<file path="src/rtl/wb_port_arbiter_pkg.sv">
// Shared constants and helpers for the regfile write-port arbiter.
// Mirrors the register-file widths and enable levels used across the core.
package wb_port_arbiter_pkg;

    localparam int REG_NUM_LOG2 = 5;
    localparam int REG_ADDR_W   = REG_NUM_LOG2;
    localparam int REG_W        = 32;

    localparam logic                  RST_ENABLE   = 1'b1;
    localparam logic                  WRITE_ENABLE = 1'b1;
    localparam logic [REG_W-1:0]      ZERO_WORD    = '0;
    localparam logic [REG_ADDR_W-1:0] ZERO_ADDR    = '0;

    localparam logic [3:0] STARVE_LIMIT_DEFAULT = 4'd4;

    typedef enum logic [1:0] {
        GRANT_NONE,
        GRANT_REQ0,
        GRANT_REQ1
    } grant_e;

    // Writes to r0 are architecturally discarded, so they never compete for the port.
    function automatic logic req_valid(input logic we, input logic [REG_ADDR_W-1:0] addr);
        return (we == WRITE_ENABLE) && (addr != ZERO_ADDR);
    endfunction

endpackage

</file>
<file path="src/rtl/wb_port_arbiter.sv">
// Arbitrates the single regfile write port between the pipeline (fixed priority)
// and the multi-cycle unit, with a starvation counter forcing unit grants.
module wb_port_arbiter
    import wb_port_arbiter_pkg::*;
#(
    parameter int STARVE_LIMIT = int'(STARVE_LIMIT_DEFAULT),
    parameter int CNT_W        = 4
) (
    input  logic                  clk,
    input  logic                  rst,
    input  logic                  we0_i,
    input  logic [REG_ADDR_W-1:0] wd0_i,
    input  logic [REG_W-1:0]      wdata0_i,
    output logic                  ready0_o,
    input  logic                  we1_i,
    input  logic [REG_ADDR_W-1:0] wd1_i,
    input  logic [REG_W-1:0]      wdata1_i,
    output logic                  ready1_o,
    output logic                  drop1_o,
    output logic                  stallreq_o,
    output logic                  we_o,
    output logic [REG_ADDR_W-1:0] waddr_o,
    output logic [REG_W-1:0]      wdata_o
);

    localparam logic [CNT_W-1:0] LIMIT = CNT_W'(STARVE_LIMIT);

    logic             valid0;
    logic             valid1;
    logic             active;
    grant_e           grant;
    logic [CNT_W-1:0] cnt_q;
    logic [CNT_W-1:0] cnt_d;
    logic             force_q;
    logic             force_d;

    assign valid0 = req_valid(we0_i, wd0_i);
    assign valid1 = req_valid(we1_i, wd1_i);
    assign active = (rst != RST_ENABLE);

    // Priority: WAW squash, forced unit grant, pipeline, unit alone.
    always_comb begin
        grant    = GRANT_NONE;
        ready0_o = 1'b0;
        ready1_o = 1'b0;
        drop1_o  = 1'b0;
        cnt_d    = cnt_q;
        force_d  = force_q;

        if (active) begin
            if (we0_i && (wd0_i == ZERO_ADDR)) begin
                ready0_o = 1'b1;
            end
            if (we1_i && (wd1_i == ZERO_ADDR)) begin
                ready1_o = 1'b1;
            end

            if (valid0 && valid1 && (wd0_i == wd1_i)) begin
                grant    = GRANT_REQ0;
                ready0_o = 1'b1;
                ready1_o = 1'b1;
                drop1_o  = 1'b1;
                cnt_d    = '0;
                force_d  = 1'b0;
            end else if (force_q && valid1) begin
                grant    = GRANT_REQ1;
                ready1_o = 1'b1;
                cnt_d    = '0;
                force_d  = 1'b0;
            end else if (valid0) begin
                grant    = GRANT_REQ0;
                ready0_o = 1'b1;
                if (valid1 && (cnt_q < LIMIT)) begin
                    cnt_d = cnt_q + 1'b1;
                    if (cnt_d == LIMIT) begin
                        force_d = 1'b1;
                    end
                end
            end else if (valid1) begin
                grant    = GRANT_REQ1;
                ready1_o = 1'b1;
                cnt_d    = '0;
                force_d  = 1'b0;
            end

            if (!we1_i) begin
                cnt_d   = '0;
                force_d = 1'b0;
            end
        end
    end

    assign stallreq_o = active && valid0 && !ready0_o;

    // Registered write port: the accepted request lands in the regfile one cycle later.
    always_ff @(posedge clk) begin
        if (rst == RST_ENABLE) begin
            we_o    <= 1'b0;
            waddr_o <= ZERO_ADDR;
            wdata_o <= ZERO_WORD;
            cnt_q   <= '0;
            force_q <= 1'b0;
        end else begin
            cnt_q   <= cnt_d;
            force_q <= force_d;
            case (grant)
                GRANT_REQ0: begin
                    we_o    <= 1'b1;
                    waddr_o <= wd0_i;
                    wdata_o <= wdata0_i;
                end
                GRANT_REQ1: begin
                    we_o    <= 1'b1;
                    waddr_o <= wd1_i;
                    wdata_o <= wdata1_i;
                end
                default: begin
                    we_o <= 1'b0;
                end
            endcase
        end
    end

endmodule

</file>
<file path="config.mk">
export PLATFORM = sky130hd
export DESIGN_NAME = wb_port_arbiter
export DESIGN_NICKNAME = d
export VERILOG_FILES = /design/src/rtl/wb_port_arbiter_pkg.sv /design/src/rtl/wb_port_arbiter.sv
export SDC_FILE = /design/constraint.sdc
export NUM_CORES = 1
export LEC_CHECK = 0
export CAP_MARGIN = 10
export CORE_ASPECT_RATIO = 1.2
export CORE_MARGIN = 5
export CORE_UTILIZATION = 38
export DETAILED_ROUTE_END_ITERATION = 12
export GPL_ROUTABILITY_DRIVEN = 0
export PLACE_DENSITY = 0.84
export SLEW_MARGIN = 20
export SYNTH_ARGS = -nofsm -noshare
export SYNTH_HDL_FRONTEND = slang
export SYNTH_SLANG_ARGS = --single-unit
</file>
<file path="constraint.sdc">
create_clock -name clk -period 5.7 [get_ports clk]
set_input_delay 0.855 -clock clk [delete_from_list [all_inputs] [get_ports clk]]
set_output_delay 0.855 -clock clk [all_outputs]
set_load 0.02 [all_outputs]
</file>
==> metrics.md, run 1 <==
| Metric | Value |
|---|---|
| Fill cell count | 495 |
| Leak | 1.24 nW |
| Async set-reset flop share out of synthesis | 0% |
| Worst EP arrival | 3.00 ns |
| Number of distinct library cells after synthesis | 34 |
| Post-Syn Nets | 338 |
| Psw | 0.213 mW |
| Final Skew | 0.00977 ns |
| Post-layout util | 62.2% |
| Die area | 7270 µm² |
| CP max stage delay | 0.63 ns |
| IO Port Bufs | 119 |
| WL/cell | 14.2 µm |
| Largest net degree at the start of global routing | 48 |
| Max Clk Rate | 259 MHz |
| 1st-iter DRT viols | 57 |
| Core ar. | 5590 µm² |
| Status | complete, no violations |
| Number of diodes | 0 |
| Final setup viols | 0 |
| Post-Syn Instances | 257 |
| Vias in the first global route | 2184 |
| CP required | 4.85 ns |
| Vias | 2202 |
| Initial core utilization | 38.4% |
| Count leader, synth | nor2_1 |
| Setup Crit Path Kind | input pin to output pin |
| Routed Antenna Nets | 0 |
| Number of antenna violations at the first check in global routing | 0 |
| RSZ-0062 raised after global routing | no |
| WP buf/inv | 2 |
| Switch share | 29.0% |
| Die W | 78.7 µm |
| Clock sinks | 43 |
| CTS tree | done |
| Fin crit share | 67.6% |
| CP Max Fanout | 5 |
| Setup TNS | 0 ns |
| Fin. Hold Viols | 0 |
| Final #Nets | 449 |
| # resized after CTS | 0 |
| Worst Setup Start Kind | input pin |
| Area contributors post-synth | dfxtp_1 40%, mux2i_1 17%, nor2_1 14% |
| Clk_lat worst skew | 0.30 ns |
| DRC viols | 0 |
| CTS root buffer | clkbuf_8 |
| Post-synth top cells | 78 x nor2_1, 43 x dfxtp_1, 37 x a21oi_1, 37 x mux2i_1, 10 x clkbuf_1 |
| Main flop type after synthesis | dfxtp_1 |
| Hold_buf cts | 0 |
| Maximum clock path buffer count | 2 |
| Clock transition at path regs | 0.08 ns |
| Top-area cell type share of the netlist area | 40.0% |
| Slew HR | 56.8% |
| Syn_area_per_cell | 8.36 µm² |
| Crit path max-delay family | buffers and inverters |
| Vias/cell | 5.09 |
| Power share of the sequential group | 44.8% |
| Pwr/cell area | 211 nW/µm² |
| Postcts setup bufs | 0 |
| Hpwl dp | 4660 µm |
| Logic pwr share | 29.2% |
| Layout cell share with drive strength beyond 1 | 5.42% |
| Boundary pin count | 120 |
| Fin Hold WS | 0.487 ns |
| Minimum clock period | 3.85 ns |
| Fin. max-slew vios | 0 |
| Slew @ Worst Pin | 0.649 ns |
| TritonCTS buffer count | 5 |
| Yosys reg bits | 43 |
| Power, Total | 0.734 mW |
| H-tree depth | 2 |
| First-pass GRT wire length | 9970 µm |
| Final worst slack | 1.85 ns |
| Post-Syn Area | 2150 µm² |
| Sequential share of the synthesized area | 40.0% |
| Grt ovf | 0 |
| Clock power share | 26.1% |
| Crit. End Element | output pin |
| Place WS | 1.52 ns |
| Internal power | 0.521 mW |
| Max Cap Viol | 0 |
| Hold crit path type | flip-flop to flip-flop |
| Critical-path top delay cell | clkdlybuf4s50_1 |
| Post-synth EDFFs | 0 |
| Total GRT Usage | 16.9% |
| Die Ht | 92.4 µm |
| Crit-path cells | clkdlybuf4s50_1 > or4_4 > o21ai_4 > nor2_1 > a31oi_1 > clkdlybuf4s50_1 |
| Biggest area consumer among synthesized cells | dfxtp_1 |
| Layout area overhead | 61.9% |
| Most used cell, CP | clkdlybuf4s50_1 |
| Drt pass-1 iters | 6 |
| Yosys synthesis warning count | 0 |
| Worst vdd ir | 0.117 mV |
| Num rows | 30 |
| DRT Wirelength | 6130 µm |
==> power by group through the flow <==
stage / registers, mW / clock network (mW) / logic (mW)
floorplan: 0.359 / 0 / 0.0786
global placement: 0.335 / 0 / 0.207
detailed placement: 0.336 / 0 / 0.214
CTS: 0.329 / 0.200 / 0.215
global route: 0.332 / 0.212 / 0.232
finish: 0.329 / 0.191 / 0.214
==> cells in the final DEF (no fill, tap or decap), types with 2 or more instances in the layout <==
| cell type | instances |
|---|---|
| clkinvlp_4 | 2 |
| nand2_1 | 2 |
| dfxtp_1 | 43 |
| xnor2_1 | 5 |
| a41oi_1 | 2 |
| clkdlybuf4s50_1 | 119 |
| nor2_1 | 78 |
| nor4_2 | 2 |
| a211oi_1 | 4 |
| clkbuf_8 | 5 |
| mux2i_1 | 37 |
| nor3_1 | 2 |
| ha_1 | 2 |
| nand2b_1 | 2 |
| a31oi_1 | 2 |
| o21ai_0 | 4 |
| a21oi_1 | 37 |
==> worst paths after layout <==
path / slack, ns / startpoint / cells after the start / to
max reg2reg: 3.61 / force_q / 7 / waddr_o[2]
min: 0.49 / wdata_o[23] / 2 / wdata_o[23]
max: 1.85 / wd0_i[2] / 6 / ready1_o
min reg2reg: 0.49 / wdata_o[23] / 2 / wdata_o[23]
==> layout make-up <==
class | count | area (µm²) | area share (%)
sequential | 43 | 861 | 24.7
timing repair buffer | 121 | 1220 | 35.0
tap | 64 | 80.1 | 2.30
clock inverter | 3 | 20.0 | 0.575
clock buffer | 5 | 68.8 | 1.98
multi-input combinational | 196 | 1230 | 35.3
inverter | 1 | 3.75 | 0.108
==> routing by layer <==
metal  vias to the layer above  track usage [%]  part of all wire [%]
li1                       1104                -                     -
met1                      1015             18.5                    39
met2                        78             29.8                    50
met3                         5             6.32                   9.3
met4                         0             5.54                  0.88
met5                         -                0                     0
==> cell families after synthesis <==
family                     count (synthesis)  share of synthesized area, %
and+or+nand+nor                           95                          19.9
AOI/OAI and AO/OA                         56                          15.7
DFF                                       43                          40.0
muxes                                     37                          17.2
buffers and inverters                     18                          3.38
xor gates and xnor gates                   5                          2.04
adders and majority gates                  3                          1.75
==> sequential cells by signal (all words and copies together) (netlist names) <==
| signal | cells |
|---|---|
| waddr_o | 5 |
| wdata_o | 32 |
| we_o | 1 |
| force_q | 1 |
| cnt_q | 4 |
==> through the flow <==
step                      instances  cell area, µm²
after global routing            433            3480
after CTS                       433            3470
after global placement          424            3360
after detailed placement        425            3380
final                           433            3480
after floorplan                 257            2150
==> worst register-to-register path, delay by kind of cell (launching register included) <==
family                   cells  cell delay, ns
multiplexers                 1            0.32
AND/OR/NAND/NOR              4            0.46
adder cells (fa/ha/maj)      1            0.63
flip-flops                   1            0.45
AO/OA/AOI/OAI                1            0.12
Note: power is estimated with default switching activity, not from simulation.
==> inputs of run 2 (changes only) <==
Clock period 5.7 ns to 3.6 ns, I/O delays scaled along.
==> run 2 against run 1 <==
Net effect: core utilization increased by 0.81 points; sequential share of layout area decreased by 0.32 points; cell count increased by 0.92%; clock skew decreased by 0.0060 ns; total power increased by 58%; via count increased by 0.41%; combinational power increased by 60%; clock-buffer cell count unchanged; sequential power increased by 58%; non-clock buffer count increased by 4; clock power increased by 54%; first-iteration DRC count increased by 30%; largest cell class is now buffers.
==> metrics.md, run 2 (same netlist as run 1, synthesis figures left out) <==
| Metric | Value |
|---|---|
| Status | complete, no violations |
| Placed cell area | 3440 µm² (+1.6%) |
| Fin Hold WS | 0.493 ns (+0.00553 ns) |
| WL/cell | 13.9 µm (-2.2%) |
| IO Port Bufs | 119 (unchanged) |
| CP max stage delay | 0.64 ns (about the same) |
| Hpwl dp | 4840 µm (+4.0%) |
| Largest registers | wdata_o (32), waddr_o (5), cnt_q (4) |
| DRC viols | 0 (unchanged) |
| Hold Path Stages | 2 (unchanged) |
| Clk_lat worst skew | 0.29 ns (about the same) |
| CTS tree | done |
| Routed Antenna Nets | 0 (unchanged) |
| Vias/cell | 5.06 (-0.51%) |
| Crit-path cells | clkdlybuf4s50_1 > or4_4 > o21ai_4 > nor2_1 > a31oi_1 > clkdlybuf4s50_1 |
| Die Ht | 92.4 µm (unchanged) |
| Num rows | 30 (unchanged) |
| Largest net degree at the start of global routing | 58 (+21%) |
| Register-to-Register Path Depth | 8 (+1) |
| Setup TNS | 0 ns (unchanged) |
| Most used cell, CP | clkdlybuf4s50_1 |
| Fill cell count | 501 (+1.2%) |
| Top reg by flops | wdata_o |
| Slew HR | 57.8% (+1.1 points) |
| Boundary pin count | 120 (unchanged) |
| Postcts setup bufs | 0 (unchanged) |
| Vias | 2211 (+0.41%) |
| Reg area | 861 µm² (unchanged) |
| Layout cell share with drive strength beyond 1 | 6.43% (+1.0 points) |
| Vias in the first global route | 2210 (+1.2%) |
| Worst Setup EP | ready1_o |
| Drt pass-1 iters | 5 (-1) |
| Hold_buf cts | 0 (unchanged) |
| Crit. End Element | output pin |
| Worst Setup Start Kind | input pin |
| Most common cell after layout, fill and taps aside | clkdlybuf4s50_1 |
| Post-layout util | 63.0% (+0.81 points) |
| Slew @ Worst Pin | 0.631 ns (-0.0176 ns) |
| Worst EP arrival | 2.73 ns (-0.27 ns) |
| TritonCTS buffer count | 5 (unchanged) |
| Fin. Hold Viols | 0 (unchanged) |
| CP required | 3.06 ns (-1.79 ns) |
| RSZ-0062 raised after global routing | no |
| Final instance area | 3530 µm² (+1.3%) |
| # resized after CTS | 0 (unchanged) |
| Reg-to-reg setup timing slack | 1.76 ns (-1.85 ns) |
| Pwr/cell area | 328 nW/µm² (+56%) |
| Most frequent cells in the layout | 119 x clkdlybuf4s50_1, 78 x nor2_1, 43 x dfxtp_1 |
| Clock transition at path regs | 0.08 ns (about the same) |
| Leak | 1.26 nW (+2.0%) |
| 1st-iter DRT viols | 74 (+30%) |
| R2R Path Start | force_q |
| Max Clk Rate | 306 MHz |
| Critical-path top delay cell | clkdlybuf4s50_1 |
| Final setup viols | 0 (unchanged) |
| Maximum clock path buffer count | 2 (unchanged) |
| Total GRT Usage | 16.6% (-0.29 points) |
| CTS root buffer | clkbuf_8 |
| CP Max Fanout | 5 (unchanged) |
| First-pass GRT wire length | 9940 µm (-0.34%) |
| Fin crit share | 90.8% |
| DRT Wirelength | 6060 µm (-1.3%) |
| Minimum clock period | 3.27 ns |
| Layout area overhead | 64.0% |
| Power, Total | 1.16 mW (+58%) |
| Largest register FFs | 32 (unchanged) |
| Cell total after placement | 429 (+0.94%) |
| Die W | 78.7 µm (unchanged) |
| Final Skew | 0.00379 ns (-0.00598 ns) |
| Hold crit path type | flip-flop to flip-flop |
| Clock sinks | 43 (unchanged) |
| Fin. max-slew vios | 0 (unchanged) |
| Place WS | 0.327 ns (-1.20 ns) |
| H-tree depth | 2 (unchanged) |
| Number of diodes | 0 (unchanged) |
| Core ar. | 5590 µm² (unchanged) |
| Worst vdd ir | 0.165 mV (+42%) |
| Number of antenna violations at the first check in global routing | 0 (unchanged) |
| Crit path launch | wd0_i[2] |
| Initial core utilization | 38.4% (unchanged) |
| Setup Crit Path Kind | input pin to output pin |
| Final worst slack | 0.332 ns (-1.51 ns) |
| Multi-input logic area | 1220 µm² (-0.81%) |
| Die area | 7270 µm² (unchanged) |
| Max Cap Viol | 0 (unchanged) |
| Final std cells w/o fill | 437 (+0.92%) |
| Final #Nets | 453 (+0.89%) |
| Reg-to-reg endpoint | wdata_o[13] |
| Grt ovf | 0 (unchanged) |
-- run 2: cell types whose count changed in the layout (fill, tap and decap cells not counted) --
cell    change
ha_4        -1
ha_2        +1
buf_4       +2
buf_12      +2
-- run 2: worst min-delay path by stage --
stage / start / slack [ns] / endpoint
6_report: wdata_o[8] / 0.49 / wdata_o[8]
3_5_place_dp: wdata_o[24] / 0.48 / wdata_o[24]
2_1_floorplan: cnt_q[1] / 0.48 / cnt_q[1]
3_3_place_gp: wdata_o[12] / 0.47 / wdata_o[12]
5_1_grt: wdata_o[6] / 0.53 / wdata_o[6]
4_1_cts: wdata_o[24] / 0.49 / wdata_o[24]
-- run 2: per-layer routing --
| metal | vias to the layer above | track usage (%) | share of wire [%] |
|---|---|---|---|
| met5 | - | 0 | 0 |
| met4 | 0 | 4.66 | 1.4 |
| met3 | 8 | 5.84 | 9.0 |
| met2 | 79 | 29.9 | 51 |
| met1 | 1010 | 18.2 | 39 |
| li1 | 1114 | - | - |
-- run 2: final cells by class --
class | count | area share [%]
multi-input cells | 196 | 34.6
well taps | 64 | 2.27
repair buffers | 125 | 36.1
flip-flops and latches | 43 | 24.4
clock inverters | 3 | 0.568
inverters | 1 | 0.106
clock buffers | 5 | 1.95
-- run 2: power breakdown --
part | switching, mW | internal (mW)
Sequential | 0.0149 | 0.506
Clock | 0.159 | 0.135
Combinational | 0.155 | 0.187
Total | 0.329 | 0.828
-- run 2: worst max-delay path, delay by kind of cell --
family	cells	cell delay, ns
simple gates	2	0.69
compound gates	2	0.40
buf+inv	2	1.10
==> inputs of run 3 (changes only) <==
Settings changed: PLACE_DENSITY 0.84 to default, PLACE_DENSITY_LB_ADDON from default to 0.05.
==> run 3 against run 2 <==
Net effect: hold slack got worse by 0.0051 ns; register-to-register slack got worse by 0.08 ns; final area decreased by 0.99%; global-route usage decreased by 0.43 points; clock power decreased by 2%; die area unchanged; core utilization decreased by 0.63 points; total power decreased by 1.1%; cell count decreased by 0.46%; via count decreased by 3.8%; non-clock buffer count decreased by 2.
==> metrics.md, run 3 (same netlist as run 1, synthesis figures left out) <==
| Metric | Value |
|---|---|
| Status | complete, no violations |
| Reg area | 861 µm² (unchanged) |
| Multi-input logic area | 1220 µm² (unchanged) |
| WL/cell | 13.3 µm (-4.1%) |
| Setup Crit Path Kind | input pin to output pin |
| H-tree depth | 2 (unchanged) |
| Max Cap Viol | 0 (unchanged) |
| CP required | 3.06 ns (about the same) |
| Largest register FFs | 32 (unchanged) |
| Pwr/cell area | 328 nW/µm² (-0.16%) |
| Total GRT Usage | 16.2% (-0.43 points) |
| Final #Nets | 451 (-0.44%) |
| Worst EP arrival | 2.66 ns (-0.07 ns) |
| Final Skew | 0.00330 ns (-0.000488 ns) |
| Number of diodes | 0 (unchanged) |
| Die W | 78.7 µm (unchanged) |
| DRC viols | 0 (unchanged) |
| Routed Antenna Nets | 0 (unchanged) |
| CTS tree | done |
| Most frequent cells in the layout | 119 x clkdlybuf4s50_1, 78 x nor2_1, 43 x dfxtp_1 |
| RSZ-0062 raised after global routing | no |
| Vias in the first global route | 2020 (-8.6%) |
| Drt pass-1 iters | 4 (-1) |
| Setup TNS | 0 ns (unchanged) |
| Switch share | 27.8% (-0.65 points) |
| Leak | 1.25 nW (-0.82%) |
| Cell total after placement | 427 (-0.47%) |
| IO Port Bufs | 119 (unchanged) |
| Worst vdd ir | 0.239 mV (+45%) |
| Postcts setup bufs | 0 (unchanged) |
| 1st-iter DRT viols | 82 (+11%) |
| Logic pwr share | 29.3% (-0.3 points) |
| Hold_buf cts | 0 (unchanged) |
| Vias | 2128 (-3.8%) |
| Final setup viols | 0 (unchanged) |
| Max Clk Rate | 312 MHz (+2.0%) |
| Grt ovf | 0 (unchanged) |
| CP Max Fanout | 5 (unchanged) |
| # resized after CTS | 0 (unchanged) |
| Final std cells w/o fill | 435 (-0.46%) |
| Clock power share | 25.2% (-0.2 points) |
| Crit. End Element | output pin |
| Vias/cell | 4.89 (-3.3%) |
| Fin. max-slew vios | 0 (unchanged) |
| Die Ht | 92.4 µm (unchanged) |
| Largest registers | wdata_o (32), waddr_o (5), cnt_q (4) |
| Initial core utilization | 38.4% (unchanged) |
| Hold crit path type | flip-flop to flip-flop |
| Die area | 7270 µm² (unchanged) |
| Post-layout util | 62.4% (-0.63 points) |
| Number of antenna violations at the first check in global routing | 0 (unchanged) |
| Slew @ Worst Pin | 0.558 ns (-0.0733 ns) |
| Psw | 0.318 mW (-3.4%) |
| Layout area overhead | 62.4% |
| Boundary pin count | 120 (unchanged) |
| DRT Wirelength | 5780 µm (-4.6%) |
| Internal power | 0.826 mW (-0.24%) |
| Worst Setup Start Kind | input pin |
| Fill cell count | 523 (+4.4%) |
| Hpwl dp | 4460 µm (-8.0%) |
| Clk_lat worst skew | 0.29 ns (about the same) |
| CTS root buffer | clkbuf_8 |
| Top reg by flops | wdata_o |
| Minimum clock period | 3.20 ns (-0.0635 ns) |
| Slew HR | 62.5% (+4.7 points) |
| Num rows | 30 (unchanged) |
| Hold Path Stages | 2 (unchanged) |
| Largest net degree at the start of global routing | 76 (+31%) |
| Layout cell share with drive strength beyond 1 | 5.39% (-1.0 points) |
| TritonCTS buffer count | 5 (unchanged) |
| Core ar. | 5590 µm² (unchanged) |
| Most common cell after layout, fill and taps aside | clkdlybuf4s50_1 |
| Fin. Hold Viols | 0 (unchanged) |
| Power share of the sequential group | 45.5% (+0.5 points) |
| Fin crit share | 89.0% (-1.8 points) |
| Register-to-Register Path Depth | 8 (unchanged) |
| Clock sinks | 43 (unchanged) |
| Maximum clock path buffer count | 2 (unchanged) |
| Clock transition at path regs | 0.08 ns (about the same) |
| First-pass GRT wire length | 9460 µm (-4.8%) |
-- run 3: changes by cell type in the layout (fill, tap and decap cells not counted), sizes merged --
cell and change:
buf -2, clkinvlp -2, clkbuf +2
-- run 3: worst paths after layout --
path                             startpoint     endpoint  slack, ns
worst max-delay path               wd0_i[2]     ready1_o       0.40
worst min register to register  wdata_o[30]  wdata_o[30]       0.49
worst max register to register      force_q  wdata_o[22]       1.68
worst min-delay path            wdata_o[30]  wdata_o[30]       0.49
-- run 3: layout make-up --
cell class,instances,share of cell area (%)
Clock buffer,7,2.19
Clock inverter,1,0.143
Inverter,1,0.108
Multi-Input combinational cell,196,34.9
Sequential cell,43,24.7
Tap cell,64,2.29
Timing Repair Buffer,123,35.7
-- run 3: layer usage --
layer / wire length [µm] / global-route usage (%) / share of wire, % / vias up
li1: - / - / - / 1111
met1: 2280 / 17.7 / 39 / 943
met2: 2810 / 27.6 / 49 / 68
met3: 618 / 7.39 / 11 / 6
met4: 72 / 5.25 / 1.2 / 0
met5: 0 / 0 / 0 / -
-- run 3: through the flow --
step / instance area, µm² / hold WS (ns) / total power, mW / setup slack (ns)
finish: 3490 / 0.488 / 1.14 / 0.396
global route: 3490 / 0.510 / 1.22 / 0.236
CTS: 3490 / 0.494 / 1.16 / 0.390
detailed placement: 3410 / 0.476 / 0.870 / 0.245
global placement: 3410 / 0.467 / 0.867 / 0.286
floorplan: 2150 / 0.477 / 0.692 / 0.823
-- run 3: worst max-delay path, stage by stage --
cell and delay [ns]:
clkdlybuf4s50_1 0.45, or4_4 0.59, o21ai_4 0.20, nor2_1 0.10
a31oi_1 0.17, clkdlybuf4s50_1 0.62
-- run 3: power groups by stage --
stage	Clock [mW]	Combinational, mW	Sequential [mW]
6_report	0.288	0.336	0.520
2_1_floorplan	0	0.124	0.568
4_1_cts	0.302	0.340	0.521
5_1_grt	0.326	0.365	0.525
3_3_place_gp	0	0.337	0.530
3_5_place_dp	0	0.339	0.531
